File: config.mk
export PLATFORM = sky130hd
export DESIGN_NAME = mem_arbiter
export DESIGN_NICKNAME = d
export VERILOG_FILES = /design/src/rtl/mem_arbiter.sv
export SDC_FILE = /design/constraint.sdc
export NUM_CORES = 1
export LEC_CHECK = 0
export ABC_AREA = 1
export BUFFER_PORTS_ARGS = -buffer_cell sky130_fd_sc_hd__buf_2
export CORE_ASPECT_RATIO = 0.5
export CORE_MARGIN = 8
export CORE_UTILIZATION = 33
export DETAILED_ROUTE_END_ITERATION = 8
export GPL_TIMING_DRIVEN = 1
export PLACE_DENSITY = 0.7
export SYNTH_ARGS = -nofsm -noshare
export SYNTH_HDL_FRONTEND = slang
export SYNTH_SLANG_ARGS = --single-unit
File: constraint.sdc
create_clock -name clk -period 4.2 [get_ports clk]
set_clock_uncertainty 0.05 [all_clocks]
set_input_delay 0.21 -clock clk [delete_from_list [all_inputs] [get_ports clk]]
set_output_delay 0.21 -clock clk [all_outputs]
set_load 0.02 [all_outputs]
File: src/rtl/mem_arbiter.sv
// rtl/mem_arbiter.sv - Round-robin IFU/LSU arbiter onto one valid/ready memory port
// One transaction outstanding; a timed-out response is completed with err and the late reply dropped.
module mem_arbiter #(
  parameter int ADDR_W  = 32,
  parameter int DATA_W  = 32,
  parameter int TIMEOUT = 255
) (
  input  logic                clk,
  input  logic                reset,
  input  logic                ifu_req_valid,
  output logic                ifu_req_ready,
  input  logic [ADDR_W-1:0]   ifu_req_addr,
  output logic                ifu_rsp_valid,
  input  logic                ifu_rsp_ready,
  output logic [DATA_W-1:0]   ifu_rsp_data,
  output logic                ifu_rsp_err,
  input  logic                lsu_req_valid,
  output logic                lsu_req_ready,
  input  logic [ADDR_W-1:0]   lsu_req_addr,
  input  logic                lsu_req_wen,
  input  logic [DATA_W-1:0]   lsu_req_wdata,
  input  logic [DATA_W/8-1:0] lsu_req_wmask,
  output logic                lsu_rsp_valid,
  input  logic                lsu_rsp_ready,
  output logic [DATA_W-1:0]   lsu_rsp_data,
  output logic                lsu_rsp_err,
  output logic                mem_req_valid,
  input  logic                mem_req_ready,
  output logic [ADDR_W-1:0]   mem_req_addr,
  output logic                mem_req_wen,
  output logic [DATA_W-1:0]   mem_req_wdata,
  output logic [DATA_W/8-1:0] mem_req_wmask,
  input  logic                mem_rsp_valid,
  output logic                mem_rsp_ready,
  input  logic [DATA_W-1:0]   mem_rsp_data,
  input  logic                mem_rsp_err,
  output logic                busy,
  output logic                owner
);
  localparam int CNT_W = (TIMEOUT > 0) ? $clog2(TIMEOUT + 1) : 1;
  localparam logic [CNT_W-1:0] TIMEOUT_CNT = CNT_W'(TIMEOUT);

  localparam logic [1:0] S_IDLE    = 2'd0;
  localparam logic [1:0] S_REQ     = 2'd1;
  localparam logic [1:0] S_RSP     = 2'd2;
  localparam logic [1:0] S_DELIVER = 2'd3;

  logic [1:0]          state;
  logic [ADDR_W-1:0]   addr_q;
  logic                wen_q;
  logic [DATA_W-1:0]   wdata_q;
  logic [DATA_W/8-1:0] wmask_q;
  logic [DATA_W-1:0]   rdata_q;
  logic                err_q;
  logic [CNT_W-1:0]    cnt;
  logic                drop_pending;
  logic                owner_q;
  logic                last_grant;
  logic                idle_free;
  logic                grant_ifu;
  logic                grant_lsu;
  logic                timed_out;

  // req_ready is combinational on req_valid, so it is also forced low while reset is held
  assign idle_free = (state == S_IDLE) && !drop_pending && !reset;
  assign grant_ifu = idle_free && ifu_req_valid && (!lsu_req_valid || last_grant);
  assign grant_lsu = idle_free && lsu_req_valid && (!ifu_req_valid || !last_grant);
  assign timed_out = (TIMEOUT != 0) && (cnt == TIMEOUT_CNT);

  assign ifu_req_ready = grant_ifu;
  assign lsu_req_ready = grant_lsu;
  assign mem_req_valid = (state == S_REQ);
  assign mem_req_addr  = addr_q;
  assign mem_req_wen   = wen_q;
  assign mem_req_wdata = wdata_q;
  assign mem_req_wmask = wmask_q;
  assign mem_rsp_ready = (state == S_RSP) || drop_pending;
  assign ifu_rsp_valid = (state == S_DELIVER) && !owner_q;
  assign lsu_rsp_valid = (state == S_DELIVER) && owner_q;
  assign ifu_rsp_data  = rdata_q;
  assign lsu_rsp_data  = rdata_q;
  assign ifu_rsp_err   = err_q;
  assign lsu_rsp_err   = err_q;
  assign busy          = (state != S_IDLE) || drop_pending;
  assign owner         = owner_q;

  always_ff @(posedge clk or posedge reset) begin
    if (reset) begin
      state        <= S_IDLE;
      addr_q       <= '0;
      wen_q        <= 1'b0;
      wdata_q      <= '0;
      wmask_q      <= '0;
      rdata_q      <= '0;
      err_q        <= 1'b0;
      cnt          <= '0;
      drop_pending <= 1'b0;
      owner_q      <= 1'b0;
      last_grant   <= 1'b1;
    end else begin
      // The stale reply after a timeout is swallowed here, whatever state we are in
      if (drop_pending && mem_rsp_valid) drop_pending <= 1'b0;
      case (state)
        S_IDLE: begin
          if (grant_ifu || grant_lsu) begin
            owner_q    <= grant_lsu;
            last_grant <= grant_lsu;
            addr_q     <= grant_lsu ? lsu_req_addr : ifu_req_addr;
            wen_q      <= grant_lsu && lsu_req_wen;
            wdata_q    <= grant_lsu ? lsu_req_wdata : '0;
            wmask_q    <= grant_lsu ? lsu_req_wmask : '0;
            state      <= S_REQ;
          end
        end
        S_REQ: begin
          if (mem_req_ready) begin
            cnt   <= '0;
            state <= S_RSP;
          end
        end
        S_RSP: begin
          if (mem_rsp_valid) begin
            rdata_q <= mem_rsp_data;
            err_q   <= mem_rsp_err;
            state   <= S_DELIVER;
          end else if (timed_out) begin
            rdata_q      <= '0;
            err_q        <= 1'b1;
            drop_pending <= 1'b1;
            state        <= S_DELIVER;
          end else if (cnt != {CNT_W{1'b1}}) begin
            cnt <= cnt + 1'b1;
          end
        end
        S_DELIVER: begin
          if (owner_q ? lsu_rsp_ready : ifu_rsp_ready) state <= S_IDLE;
        end
        default: state <= S_IDLE;
      endcase
    end
  end
endmodule

==> flow_summary.toml <==
[sta]
fin_ws_ps = 1360
setup_viol = 0
maxSlewHeadroom = 0.313
rsz0062_at_grt = "false"
clock.fmax_mhz = 352
tightest_slew_ps = 1030
setup-tns-final_ps = 0
hold_viol_final = 0
fin_crit_sh = 0.677
maxSlewViolCount = 0
worst_hold_slack_ps = 27.0
finalCriticalPeriod_ps = 2840

[pwr]
power.leakage_nw = 4.34
p_total_mw = 6.04
irDropWorstVdd_mv = 0.250
powerDensity_mw_per_mm2 = 758

[worst_hold_path]
hp-start = "lsu_req_addr[5]"
whs_path_depth = 3
min_path_type = "primary input to flip-flop"
min_to = "mem_req_addr[5]"

[cts]
cts_buffers = 17
cts_tree = "yes"
cts_root_buf = "clkbuf_16"
h-tree-depth = 4
cts-resized-gates = 0
clk_pin_slew_worst_paths_ps = 60
cts_setup_buffers = 0
clk_latency_ps = 390
clk_path_buf_depth = 2
cts_sinks = 115
ctsHoldBuffers = 71

[route]
vias = 5142
drc = 0
detail-route-antenna-nets = 0
initialDrtViolationCount = 258
drt-total-wl_um = 17200
firstDrtPassIters = 5
avgRoutedWirePerCell_um = 14.6
viasPerCell = 4.36

[global_routing]
grt_pass1_wl_um = 27100
gr-total-overflow = 0
grt_max_degree = 59
track_usage = 0.158
grt_pass1_vias = 5485
grt_antenna_before_repair = 0

[floorplanning]
dieArea_mm2 = 0.0209
fp.coreArea_mm2 = 0.0162
die_w_um = 197
die_y_um = 106
boundaryPins = 285
fp-row-count = 33
start_util = 0.333

[synthesis]
synth_ff_type = "dfrtp_1"
synth_fp_nets = 770
ys_warn_count = 0
seq_area_frac_synth = 0.534
syn_area_mm2 = 0.00540
syn_inst = 622
syn_area_per_cell_um2 = 8.67
synthArstFlopShare = 1.00
synth-seq-cells = 115
synth_edf_count = 0
yosysUniqueCellTypes = 26

[placed_design]
dp_slack_ps = 1530
io_buffers = 284
hpwl_um = 12200
gp_congestion = 0.798

[setup_path]
cp_max_fo = 50
reg2reg_slack_ps = 1560
r2r_cells = 9
worst_setup_path_start_kind = "flip-flop"
required_ps = 3940
crit_arrival_ps = 2580
critPathCaptureType = "primary output"
r2r-end = "mem_req_addr[13]"
r2r_start = "state[0]"
path_class = "flip-flop to primary output"

[finish]
drive_above_1_share = 0.383
fin_nets = 1087
final_core_util = 0.493
n_antenna_cell = 0
syn_to_final_growth_pct = 47.8
most-common-layout-cells = "nand2_1, buf_2, dfrtp_1"
layout_commonest_cell = "nand2_1"

[status]
status = "finished clean"

[run]
cap_violations = 0
[critical path: stages (launching register included)]
cell     delay (ps)
dfrtp_1         410
inv_1           120
ha_1            200
nand2_2          80
nor2_4          110
nand2_4         240
inv_2           710
buf_2           310
[how the worst max path moves through the flow]
| stage | start | cells after the start | endpoint |
|---|---|---|---|
| final | state[0] | 7 | lsu_req_ready |
| after global routing | state[1] | 7 | lsu_req_ready |
| after CTS | state[0] | 7 | lsu_req_ready |
| after detailed placement | state[0] | 9 | mem_req_addr[10] |
| after global placement | state[0] | 9 | mem_req_addr[11] |
| after floorplan | reset | 1 | cnt[0] |
[layout make-up]
class,count,area [um2]
inverter,22,85.1
clock buffer,17,425
clock inverter,15,135
multi-input combinational,423,1990
sequential,115,2880
fill,1573,8210
tap,227,284
timing repair buffer,360,2170
[registers in the layout (all words and copies together) (netlist names)]
register       cells
ifu_rsp_data      32
mem_req_addr      32
mem_req_wdata     32
cnt                8
mem_req_wmask      4
state              2
drop_pending       1
ifu_rsp_err        1
last_grant         1
mem_req_wen        1
owner              1
[where the power goes]
part           internal [mW]  switching (mW)
clock                  0.818           0.540
sequential              1.62           0.314
combinational          0.911            1.84
[Yosys cell counts, types with 2 or more instances]
| cell type | number | area, um2 |
|---|---|---|
| o21ai_0 | 10 | 50.1 |
| a31oi_1 | 4 | 25.0 |
| inv_1 | 19 | 71.3 |
| nand2_2 | 3 | 18.8 |
| o21bai_1 | 2 | 15.0 |
| buf_6 | 9 | 101 |
| nand4_1 | 3 | 18.8 |
| buf_2 | 12 | 60.1 |
| nand2_4 | 2 | 22.5 |
| a31oi_2 | 28 | 350 |
| a21oi_1 | 3 | 15.0 |
| dfrtp_1 | 114 | 2850 |
| nand3_1 | 11 | 55.1 |
| ha_1 | 6 | 75.1 |
| or2_2 | 4 | 25.0 |
| nand2_1 | 304 | 1140 |
| nor2_1 | 38 | 143 |
| buf_4 | 33 | 248 |
| inv_2 | 3 | 11.3 |
| clkbuf_1 | 8 | 30.0 |
[metrics by stage]
step / instance area (um2) / instances
finish: 7970 / 1179
floorplan: 5400 / 622
detailed placement: 6700 / 1076
CTS: 7970 / 1179
global placement: 6700 / 1076
global route: 7970 / 1179
[cell families (layout without fill, tap and decap cells)]
| group | Yosys count | in the layout | synth area share |
|---|---|---|---|
| AO/OA/AOI/OAI | 49 | 49 | 0.0874 |
| adder cells (fa/ha/maj) | 6 | 6 | 0.0139 |
| buffers and inverters | 84 | 414 | 0.0967 |
| flip-flops | 115 | 115 | 0.534 |
| AND/OR/NAND/NOR | 368 | 368 | 0.268 |
[layer usage]
layer	up-vias	share of wire	track usage
li1	2549	-	-
met1	2375	0.38	0.164
met5	-	0	0
met4	0	0.041	0.0828
met3	48	0.047	0.0340
met2	170	0.53	0.298
(Power assumes the default switching activity.)
